**src/rtl/light_pkg.sv**
```systemverilog
// Shared encodings and lookup tables for the traffic-light matrix/segment driver.
package light_pkg;

  typedef enum logic [1:0] {
    ST_GREEN   = 2'd0,
    ST_YELLOW  = 2'd1,
    ST_RED     = 2'd2,
    ST_ILLEGAL = 2'd3
  } light_state_e;

  // Glyph rows 0..7, bit 7 is the leftmost column.
  localparam logic [0:7][7:0] GLYPH_GREEN  = {8'h18, 8'h3C, 8'h7E, 8'hFF,
                                              8'h18, 8'h18, 8'h18, 8'h18};
  localparam logic [0:7][7:0] GLYPH_YELLOW = {8'h3C, 8'h42, 8'h81, 8'h81,
                                              8'h81, 8'h81, 8'h42, 8'h3C};
  localparam logic [0:7][7:0] GLYPH_RED    = {8'h81, 8'h42, 8'h24, 8'h18,
                                              8'h18, 8'h24, 8'h42, 8'h81};

  // Digit patterns 0..9, gfedcba, active-high.
  localparam logic [0:9][6:0] SEG_TABLE = {7'h3F, 7'h06, 7'h5B, 7'h4F, 7'h66,
                                           7'h6D, 7'h7D, 7'h07, 7'h7F, 7'h6F};

  localparam logic [3:0] COUNT_RESET = 4'd15;

endpackage

```
**src/rtl/seg7_decode.sv**
```systemverilog
// Combinational BCD digit to seven-segment (gfedcba, active-high); non-decimal codes go dark.
module seg7_decode
  import light_pkg::*;
(
  input  logic [3:0] digit_i,
  output logic [6:0] seg_o
);

  // Table lookup over the ten legal digits.
  always_comb begin
    seg_o = '0;
    for (int unsigned i = 0; i < 10; i++) begin
      if (digit_i == i[3:0]) seg_o = SEG_TABLE[i];
    end
  end

endmodule

```
**src/rtl/light_display_driver.sv**
```systemverilog
// Scans an 8x8 bicolour matrix one row per scan tick and multiplexes a two-digit
// countdown onto a seven-segment display. Inputs are captured once per frame.
module light_display_driver
  import light_pkg::*;
#(
  parameter bit SEG_ACTIVE_LOW = 1'b0
) (
  input  logic       clk,
  input  logic       reset,
  input  logic       scan_en,
  input  logic [1:0] state,
  input  logic [3:0] count_down,
  output logic [7:0] row,
  output logic [7:0] col_g,
  output logic [7:0] col_r,
  output logic [6:0] seg,
  output logic [1:0] digit_en
);

  localparam logic [6:0] SEG_MASK = {7{SEG_ACTIVE_LOW}};
  localparam logic [1:0] DEN_MASK = {2{SEG_ACTIVE_LOW}};

  logic [2:0]   idx_q;
  light_state_e st_q;
  logic [3:0]   cnt_q;
  logic         dsel_q;   // 0 = ones strobe, 1 = tens strobe
  logic         scan_q;

  logic [7:0] row_q, col_g_q, col_r_q;
  logic [6:0] seg_q;
  logic [1:0] den_q;

  logic [7:0] row_d, col_g_d, col_r_d;
  logic [6:0] seg_d, dec_seg;
  logic [1:0] den_d;
  logic [3:0] dec_in, ones;
  logic       tens;

  // Stage 1: advance row index and digit strobe, capture shadow inputs at frame end.
  always_ff @(posedge clk) begin
    if (reset) begin
      idx_q  <= '0;
      st_q   <= ST_GREEN;
      cnt_q  <= COUNT_RESET;
      dsel_q <= 1'b0;
      scan_q <= 1'b0;
    end else begin
      scan_q <= scan_en;
      if (scan_en) begin
        idx_q  <= idx_q + 3'd1;
        dsel_q <= ~dsel_q;
        if (idx_q == 3'd7) begin
          st_q  <= light_state_e'(state);
          cnt_q <= count_down;
        end
      end
    end
  end

  seg7_decode u_seg7_decode (
    .digit_i (dec_in),
    .seg_o   (dec_seg)
  );

  // Stage 2 next-state: glyph routing, blink, decimal split and polarity.
  always_comb begin
    col_g_d = '0;
    col_r_d = '0;
    case (st_q)
      ST_GREEN:  col_g_d = GLYPH_GREEN[idx_q];
      ST_RED:    col_r_d = GLYPH_RED[idx_q];
      ST_YELLOW: begin
        if (cnt_q[0]) begin
          col_g_d = GLYPH_YELLOW[idx_q];
          col_r_d = GLYPH_YELLOW[idx_q];
        end
      end
      default: ;
    endcase
    row_d  = 8'd1 << idx_q;
    tens   = (cnt_q >= 4'd10);
    ones   = tens ? (cnt_q - 4'd10) : cnt_q;
    dec_in = dsel_q ? {3'b000, tens} : ones;
    seg_d  = ((dsel_q && !tens) ? 7'h00 : dec_seg) ^ SEG_MASK;
    den_d  = (dsel_q ? 2'b10 : 2'b01) ^ DEN_MASK;
  end

  // Stage 2: output registers load one cycle after the scan tick and hold otherwise.
  always_ff @(posedge clk) begin
    if (reset) begin
      row_q   <= 8'h01;
      col_g_q <= GLYPH_GREEN[0];
      col_r_q <= 8'h00;
      seg_q   <= SEG_TABLE[5] ^ SEG_MASK;
      den_q   <= 2'b01 ^ DEN_MASK;
    end else if (scan_q) begin
      row_q   <= row_d;
      col_g_q <= col_g_d;
      col_r_q <= col_r_d;
      seg_q   <= seg_d;
      den_q   <= den_d;
    end
  end

  assign row      = row_q;
  assign col_g    = col_g_q;
  assign col_r    = col_r_q;
  assign seg      = seg_q;
  assign digit_en = den_q;

endmodule

```
**config.mk**
```make
export PLATFORM = sky130hd
export DESIGN_NAME = light_display_driver
export DESIGN_NICKNAME = d
export VERILOG_FILES = /design/src/rtl/light_pkg.sv /design/src/rtl/seg7_decode.sv /design/src/rtl/light_display_driver.sv
export SDC_FILE = /design/constraint.sdc
export NUM_CORES = 1
export LEC_CHECK = 0
export CAP_MARGIN = 20
export CORE_MARGIN = 2
export CORE_UTILIZATION = 46
export CTS_CLUSTER_SIZE = 20
export DETAILED_ROUTE_END_ITERATION = 6
export PLACE_DENSITY = 0.79
export SLEW_MARGIN = 10
export SYNTH_ARGS = -nofsm -noshare
export SYNTH_HDL_FRONTEND = slang
export SYNTH_SLANG_ARGS = --single-unit
```
**constraint.sdc**
```tcl
create_clock -name clk -period 2 [get_ports clk]
set_input_delay 0.4 -clock clk [delete_from_list [all_inputs] [get_ports clk]]
set_output_delay 0.4 -clock clk [all_outputs]
set_load 0.02 [all_outputs]
```
After elaboration in Yosys (flattened, before gate mapping)
Memories as Yosys holds them, arrays and structs flattened. Index checks and enable logic that the tools add are counted.

Bits in registers: 44. Memories: 3. ROM bits: 192. Word-level logic and storage cells: 60. Input port bits: 9. Output and inout port bits: 33.

Memories: (no name shown) (depth 8, bits a word 8, rd ports 1, clocked after memory_dff 0, wr ports 0, RTL line light_display_driver.sv:75) `col_r_d = GLYPH_YELLOW[idx_q];`; (no name shown) (depth 8, bits a word 8, rd ports 1, clocked after memory_dff 0, wr ports 0, RTL line light_display_driver.sv:71) `ST_RED: col_r_d = GLYPH_RED[idx_q];`; (no name shown) (depth 8, bits a word 8, rd ports 1, clocked after memory_dff 0, wr ports 0, RTL line light_display_driver.sv:70) `ST_GREEN: col_g_d = GLYPH_GREEN[idx_q];`.

Eq/ne operators: 12. Bitwise operators: 2. Muxes and demuxes: 23. $add $sub $neg: 2. Reductions and logical operators: 5. Shifts and indexed selects: 1. Order comparisons: 2.

Operator list (number): $mux W7 (9); $mux W8 (7); $pmux W8 S2 (2); $eq A4 B3 Y1 const B (4); $mux W6 (2); $eq A4 B2 Y1 const B (2); $eq A4 B4 Y1 const B (2); $ge A4 B4 Y1 const B (2); $mux W4 (2); $shl A1 B3 Y8 const A (1); $eq A4 B1 Y1 const B (1); $logic_not A4 Y1 (1); $not A3 Y4 (1); $sub A4 B4 Y4 const B (1); $add A3 B1 Y3 const B (1); $eq A3 B3 Y1 const B (1); $eq A2 B1 Y1 const B (1); $eq A2 B2 Y1 const B (1); $logic_not A2 Y1 (1); $mux W2 (1); $reduce_and A2 Y1 (1); $logic_and A1 B1 Y1 (1); $logic_not A1 Y1 (1); $not A1 Y1 (1).

Longest topological paths before layout
Gate-level depths: netlist of run 1.

Word-level depth: 15. Gate-level depth with buffers: 9. Mapped depth without buffers: 7.

Cells and area by module
Synthesis of run 1 repeated with hierarchy kept, for this count alone.

Cells, all modules: 208. Area total of the unflattened synthesis: 1845.5 µm².

Modules (own cells, without submodules): light_display_driver (area each 1672.9 µm², seq. area each 720.7 µm², times used 1, cells an instance 184); seg7_decode (area each 172.7 µm², seq. area each 0.0 µm², times used 1, cells an instance 24).

Worst setup path before layout of run 1
Ideal clock, no wire load.

Kind: register to register. Start point: register cnt_q[1]. End point: register seg_q[0], in the netlist seg[0]. Cell stages (with the launch flop): 10. Buffers on the path: 2. Clock period less this slack: 1.985 ns. Setup slack: 0.015 ns. Data required time: 1.942 ns. Library setup time: 0.058 ns. Data arrival time: 1.927 ns. Cells stage by stage: dfxtp_1 > buf_6 > inv_1 > ha_1 > buf_6 > or4b_4 > a21oi_2 > a21oi_1 > o311ai_1 > o21a_1.

Cells in the longest elaborated chain, start to end: 15. Elaborated cells between the ends (all ways): 27. Classes of those cells: add/sub: 1; order compare: 1; eq/ne: 9; mux: 13; reduce/logical: 3.

Ends and longest elaborated chain: from (decl) (RTL line light_display_driver.sv:25) `logic [3:0] cnt_q;`; from (signal assigned) (RTL line light_display_driver.sv:54) `cnt_q <= count_down;`; $sub A4 B4 Y4 or $ge A4 B4 Y1 (tied branches) (RTL line light_display_driver.sv:82, light_display_driver.sv:81); $mux W4 (RTL line light_display_driver.sv:82) `ones = tens ? (cnt_q - 4'd10) : cnt_q;`; $mux W4 (RTL line light_display_driver.sv:83) `dec_in = dsel_q ? {3'b000, tens} : ones;`; $logic_not A4 Y1 (RTL line seg7_decode.sv:13) `if (digit_i == i[3:0]) seg_o = SEG_TABLE[i];`; $mux W6 (2 in series) (RTL line seg7_decode.sv:13); $mux W7 (8 in series) (RTL line seg7_decode.sv:13); $mux W7 (*) (RTL line light_display_driver.sv:84) `seg_d = ((dsel_q && !tens) ? 7'h00 : dec_seg) ^ SEG_MASK;`; to (signal assigned) (RTL line light_display_driver.sv:94) `seg_q <= SEG_TABLE[5] ^ SEG_MASK;`; to (signal assigned) (RTL line light_display_driver.sv:100) `seg_q <= seg_d;`; to (decl) (RTL line light_display_driver.sv:30) `logic [6:0] seg_q;`.

Every way passes the cells marked *; elsewhere a longest branch is shown, timed or not. A chain may end at the register's enable or synchronous reset.

Worst setup path after layout of run 1
Start point: register cnt_q[2]. End point: register seg_q[0], in the netlist seg[0].

Same word-level chain as after synthesis.

==> results of run 1 <==
## power breakdown
part / switching, mW / leakage, nW / internal, mW
Clock: 0.228 / 0.0410 / 0.236
Sequential: 0.0266 / 0.293 / 0.743
Combinational: 0.109 / 0.611 / 0.106
Total: 0.363 / 0.945 / 1.09
## layout by cell type (no fill, tap or decap), drive strengths merged, types with 2 or more instances in the layout
cell type,count
buf,6
o21ai,15
clkbuf,6
o311ai,2
clkinv,2
a21oi,24
ha,11
inv,11
mux2,2
nand2b,6
mux2i,5
dfxtp,36
a221o,3
nand2,23
nor2b,3
a31oi,2
o211ai,2
and3,5
a21o,2
o31ai,2
clkdlybuf4s50,41
nor3,3
o21bai,2
nand3,9
xnor2,2
nor2,18
nor3b,2
a211o,4
a211oi,2
## sequential cells by signal, indices dropped and copies added, names as in the netlist
| register | cells |
|---|---|
| digit_en | 2 |
| st_q | 2 |
| scan_q | 1 |
| dsel_q | 1 |
| col_r | 4 |
| col_g | 4 |
| cnt_q | 4 |
| seg | 7 |
| idx_q | 3 |
| row | 8 |
## worst min path at each step
stage               slack [ps]                   end  cells past startpoint
detailed placement         450   seg[5]$_SDFFE_PP1P_                      2
CTS                        470   seg[5]$_SDFFE_PP1P_                      2
floorplan                  450  st_q[1]$_SDFFE_PP0P_                      2
global route               500   row[1]$_SDFFE_PP0P_                      2
global placement           450   seg[5]$_SDFFE_PP1P_                      2
finish                     460   seg[5]$_SDFFE_PP1P_                      2
## timing repair
item | in CTS | in global routing
hold buffers | 0 | 0
gates resized for setup | 0 | 2
endpoints found under the setup margin | 0 | 2
## metrics by stage
| stage | util | hold WS [ps] |
|---|---|---|
| floorplan | - | 453 |
| global placement | 0.569 | 448 |
| detailed placement | 0.569 | 449 |
| CTS | 0.588 | 465 |
| global route | 0.589 | 496 |
| finish | 0.589 | 462 |
## worst reg2reg max path, cell delays in order (launching register included)
cell	delay, ps
dfxtp_1	310
inv_1	100
ha_2	330
or4b_4	530
a21oi_2	170
a21oi_1	80
o311ai_1	90
o21a_1	150
## area by class of cell
| class | instances | share of cell area |
|---|---|---|
| inverters | 12 | 0.0187 |
| well taps | 50 | 0.0260 |
| clock buffers | 6 | 0.0301 |
| repair buffers | 47 | 0.194 |
| multi-input cells | 162 | 0.429 |
| flip-flops and latches | 36 | 0.299 |
| clock inverters | 1 | 0.00208 |
## layer usage
metal	global-route usage	vias to the layer above
met5	0	-
met4	0.0598	0
met3	0.0291	2
met2	0.249	48
met1	0.248	744
li1	-	864
## cells by family after synthesis
group	Yosys count
xor+xnor	3
fa+ha+maj	11
flops	36
buf+inv	38
mux	7
simple gates	75
compound gates	66
==> impl_metrics.csv, run 1 <==
group,metric,value,unit
placed_design,gp_congestion,0.942,
logic_synthesis,yosysMostFrequentCell,"dfxtp_1",
finish,fillers,390,
logic_synthesis,synth_ff_type,"dfxtp_1",
clocking,postCtsSetupBuffers,0,
run_status,run_status,"completed",
route,route.met3.wl,172,µm
power_and_ir_drop,leakagePower,0.945,nW
route,routedWlPerCell,12.5,µm
critical_path,slowest_stage,"or4b_4",
route,met2WireLength,1700,µm
global_routing,gr-total-overflow,0,
power_and_ir_drop,total_power,1.45,mW
timing,tns,0,ps
critical_path,crit_arrival,2040,ps
floorplanning,die_w,69.7,µm
power_and_ir_drop,power.density,602,nW/µm²
timing,rsz0062_at_grt,"no",
clocking,numCtsBuffers,5,
finish,multiInputGateArea,1030,µm²
timing,finalHoldViolations,0,
floorplanning,rows,23,
logic_synthesis,synth_top_cell_by_area,"dfxtp_1",
critical_path,r2r_setup_slack,180,ps
floorplanning,initial_core_util,0.486,
route,ant_nets,0,
logic_synthesis,synth_top_family_by_area,"compound AO/OA/AOI/OAI gates",
logic_synthesis,muxShareOfSynthArea,0.0365,
clocking,clk_path_buf_depth,2,
timing,relSlewSlack,0.626,
placed_design,place_inst,307,
floorplanning,die_h,69.7,µm
critical_path,crit_type,"flop to flop",
timing,setup_violations,0,
logic_synthesis,syn_inst,236,
logic_synthesis,yosysWarnings,0,
logic_synthesis,synth.avg_cell_area,8.41,µm²
timing,tightest_slew,560,ps
logic_synthesis,ys_seq_area_frac,0.363,
route,drt_pass1_iterations,4,
critical_path,cp_num_buf_inv,1,
logic_synthesis,synth_compound_gate_area_share,0.213,
finish,drive_gt1_frac,0.0871,
logic_synthesis,ys_ff_latch,36,
finish,antenna_cells,0,
finish,final_cell_area,2410,µm²
global_routing,antenna_found_initial,0,
critical_path,cp.depth,7,
logic_synthesis,synthAdderAreaFrac,0.0693,
clocking,cts_max_level,2,
logic_synthesis,synth_top_area_share,0.363,
timing,slew_violations,0,
placed_design,port_buffers,41,
route,top_layer_used,"met4",
logic_synthesis,synth-simple-area-share,0.187,
global_routing,grt_pass1_vias,1528,
worst_hold_path,hp-start,"seg[5]$_SDFFE_PP1P_",
critical_path,worstSetupEndpoint,"seg[0]$_SDFFE_PP1P_",
route,drt_iter0_markers,61,
critical_path,crit_family,"simple AND/OR/NAND/NOR gates",
finish,areaGrowthSynthToFinish,21.2,%
logic_synthesis,netlist_top_cells_area,"dfxtp_1 36%, ha_1 6.9%, a21oi_1 5.8%",
critical_path,r2r_start,"cnt_q[2]$_SDFFE_PP1P_",
critical_path,critPathLaunchType,"flop",
logic_synthesis,synth_xor_area_frac,0.0132,
clocking,cts_tree,"yes",
floorplanning,core-area,4090,µm²
critical_path,path_cells,"inv_1 > ha_2 > or4b_4 > a21oi_2 > a21oi_1 > o311ai_1 > o21a_1",
route,met1Wirelength,2030,µm
route,viasPerCell,5.28,
clocking,clk_pin_slew,70,ps
worst_hold_path,hold_class,"flop to flop",
clocking,clk_latency,270,ps
logic_synthesis,syn_nets,256,
route,via_count,1658,
timing,min_period,1820,ps
finish,seq_area,721,µm²
route,drt_wl_total,3940,µm
critical_path,critical_path.max_fanout,9,
logic_synthesis,synth_edf_count,0,
logic_synthesis,async_reset_ff_frac,0,
logic_synthesis,netlist_top_cells_count,"36 x dfxtp_1, 23 x a21oi_1, 23 x nand2_1",
placed_design,post-place-ws,131,ps
critical_path,cp-end-kind,"flop",
logic_synthesis,syn_area,1990,µm²
critical_path,cpPeakStageDelay,530,ps
clocking,clock_sinks,36,
critical_path,rr_endpoint,"seg[0]$_SDFFE_PP1P_",
global_routing,grt_usage,0.169,
finish,nNetsFinal,284,
critical_path,setup.worst_path.start,"cnt_q[2]$_SDFFE_PP1P_",
timing,timing.final.ws_setup,180,ps
global_routing,grt_max_degree,32,
route,drc,0,
timing,min_period_over_period,0.910,
timing,fin_skew,2.64,ps
placed_design,post-dp-hpwl,2860,µm
global_routing,grt_pass1_wl,6890,µm
logic_synthesis,synth_cell_type_count,49,
critical_path,reg2regPathDepth,7,
critical_path,required,2220,ps
placed_design,dpl_cell_area,2330,µm²
job,cap_viol_max_count,0,
timing,fmax,549,MHz
power_and_ir_drop,peakVddDrop,0.370,mV
finish,finalNonFillerCells,314,
floorplanning,io_pins,42,
floorplanning,die_area,4860,µm²
clocking,clock-root-buffer,"clkbuf_8",
Power figures use the tool's default switching activity.
==> inputs of run 2 (changes only) <==
ABC_AREA = 0   (was not set)
CORE_UTILIZATION = 45   (was 46)
REMOVE_ABC_BUFFERS = 1   (was not set)
SYNTH_HIERARCHICAL = 1   (was not set)
==> impl_metrics.csv, run 2 <==
group,metric,value,unit
route,drt_iter0_markers,152,
route,drt_wl_total,3830,µm
logic_synthesis,netlist_top_cells_area,"dfxtp_1 39%, ha_1 8.1%, a21oi_1 4.3%",
global_routing,gr-total-overflow,0,
logic_synthesis,synth_cell_type_count,40,
floorplanning,die_area,4630,µm²
logic_synthesis,ys_ff_latch,36,
global_routing,antenna_found_initial,0,
global_routing,grt_pass1_vias,1396,
logic_synthesis,syn_area,1850,µm²
finish,drive_gt1_frac,0.115,
power_and_ir_drop,power.density,694,nW/µm²
timing,whs,466,ps
job,cap_viol_max_count,0,
worst_hold_path,whs_path_depth,2,
global_routing,grt_usage,0.187,
run_status,run_status,"completed",
floorplanning,io_pins,42,
timing,slew_violations,0,
critical_path,required,2190,ps
finish,layout_commonest_cell,"clkdlybuf4s50_1",
logic_synthesis,synth_top_area_share,0.391,
logic_synthesis,synth_edf_count,0,
critical_path,critPathLaunchType,"flop",
floorplanning,core-area,3970,µm²
critical_path,critical_path.max_fanout,13,
timing,min_period_over_period,0.942,
logic_synthesis,synth_top_cell_by_area,"dfxtp_1",
floorplanning,die_h,68.0,µm
finish,finalNonFillerCells,293,
power_and_ir_drop,leakagePower,0.942,nW
finish,seq_area,721,µm²
route,ant_nets,0,
route,routedWlPerCell,13.1,µm
placed_design,port_buffers,41,
clocking,clock_sinks,36,
worst_hold_path,hold_class,"flop to flop",
route,drt_pass1_iterations,5,
logic_synthesis,yosysMostFrequentCell,"dfxtp_1",
floorplanning,initial_core_util,0.465,
floorplanning,die_w,68.0,µm
timing,fmax,531,MHz
clocking,clk_pin_slew,70,ps
global_routing,grt_pass1_wl,6350,µm
clocking,numCtsBuffers,5,
clocking,clk_latency,300,ps
power_and_ir_drop,peakVddDrop,0.579,mV
clocking,clk_path_buf_depth,2,
timing,rsz0062_at_grt,"no",
placed_design,post-place-ws,43.0,ps
logic_synthesis,yosysWarnings,6,
floorplanning,rows,23,
finish,nNetsFinal,263,
critical_path,crit_arrival,2070,ps
logic_synthesis,syn_inst,208,
timing,timing.final.ws_setup,117,ps
global_routing,grt_max_degree,28,
logic_synthesis,synth_ff_type,"dfxtp_1",
route,viasPerCell,5.32,
finish,fin_util,0.593,
timing,relSlewSlack,0.662,
critical_path,reg2regPathDepth,7,
finish,multiInputGateArea,926,µm²
finish,fillers,365,
logic_synthesis,async_reset_ff_frac,0,
finish,layout_common_cells,"41 x clkdlybuf4s50_1, 36 x dfxtp_1, 17 x nand2_1, 16 x a21oi_1, 16 x nand3_1",
placed_design,place_inst,284,
timing,finalHoldViolations,0,
clocking,cts_tree,"yes",
route,drc,0,
timing,min_period,1880,ps
clocking,cts_max_level,2,
critical_path,crit_type,"flop to flop",
finish,largest_register_ffs,8,
power_and_ir_drop,total_power,1.63,mW
timing,fin_skew,8.58,ps
logic_synthesis,netlist_top_cells_count,"36 x dfxtp_1, 17 x nand2_1, 16 x a21oi_1, 16 x nand3_1",
placed_design,post-dp-hpwl,2710,µm
logic_synthesis,synth.avg_cell_area,8.87,µm²
timing,tightest_slew,507,ps
finish,areaGrowthSynthToFinish,27.6,%
logic_synthesis,ys_seq_area_frac,0.391,
route,via_count,1560,
finish,antenna_cells,0,
critical_path,cp-end-kind,"flop",
placed_design,gp_congestion,0.908,
clocking,clock-root-buffer,"clkbuf_8",
timing,setup_violations,0,
run 2: cell types whose count changed in the layout (fill, tap and decap cells not counted), moves of 4 or more:
cell      previous run  this run
o21ai_0             15         3
a21oi_1             23        16
nand3_1              9        16
nand2_1             23        17
nand2b_1             6         0
buf_4                5        10
a211o_1              4         0
a211oi_1             2         6
nor2_1              18        14
run 2: area by class of cell:
type	count	share of cell area
clock buffer	6	0.0308
clock inverter	2	0.0149
timing repair buffer	51	0.206
multi-input combinational	134	0.393
inverter	14	0.0223
sequential	36	0.306
tap	50	0.0266
run 2: cells by family (layout without fill, tap and decap cells):
logic type	count (synthesis)	in the layout	share of synthesized area
multiplexers	9	9	0.0542
XOR/XNOR	2	2	0.00949
AO/OA/AOI/OAI	51	51	0.194
buffers and inverters	38	73	0.113
AND/OR/NAND/NOR	60	60	0.158
adder cells (fa/ha/maj)	12	12	0.0814
flip-flops	36	36	0.391
run 2: where the power goes:
| part | leakage, nW | total (mW) | switching [mW] | internal [mW] |
|---|---|---|---|---|
| combinational | 0.593 | 0.243 | 0.126 | 0.117 |
| clock | 0.0552 | 0.626 | 0.257 | 0.370 |
| sequential | 0.293 | 0.765 | 0.0217 | 0.743 |
run 2: per-stage QoR:
step / setup TNS, ps / instance area, µm²
after floorplan: -1410 / 1690
after global placement: 0 / 2230
after detailed placement: 0 / 2230
after CTS: 0 / 2340
after global routing: 0 / 2350
final: 0 / 2350
run 2: metal layers:
layer | up-vias | part of all wire | track usage
met5 | - | 0 | 0
met1 | 702 | 0.46 | 0.237
met3 | 8 | 0.073 | 0.0592
met2 | 57 | 0.45 | 0.282
li1 | 793 | - | -
met4 | 0 | 0.022 | 0.100
run 2: critical path, cell delays in order, from the launching register on:
cell and delay [ps]:
dfxtp_1 360, inv_1 90, ha_1 300, a211oi_1 230, buf_4 210, nor3b_2 210, nor3_1 80, a221o_1 290
run 2: path summary, 6_finish.rpt:
path	from	endpoint	slack [ps]
worst max-delay path	cnt_q[1]$_SDFFE_PP1P_	seg[0]$_SDFFE_PP1P_	120
worst min-delay path	digit_en[1]$_SDFFE_PP0P_	digit_en[1]$_SDFFE_PP0P_	470
worst max register to register	cnt_q[1]$_SDFFE_PP1P_	seg[0]$_SDFFE_PP1P_	120
worst min register to register	digit_en[1]$_SDFFE_PP0P_	digit_en[1]$_SDFFE_PP0P_	470
run 2: timing repair:
item,CTS,global route
resized for setup,0,2
hold buffers,0,0
endpoints found under the setup margin,0,2
buffers inserted,0,1
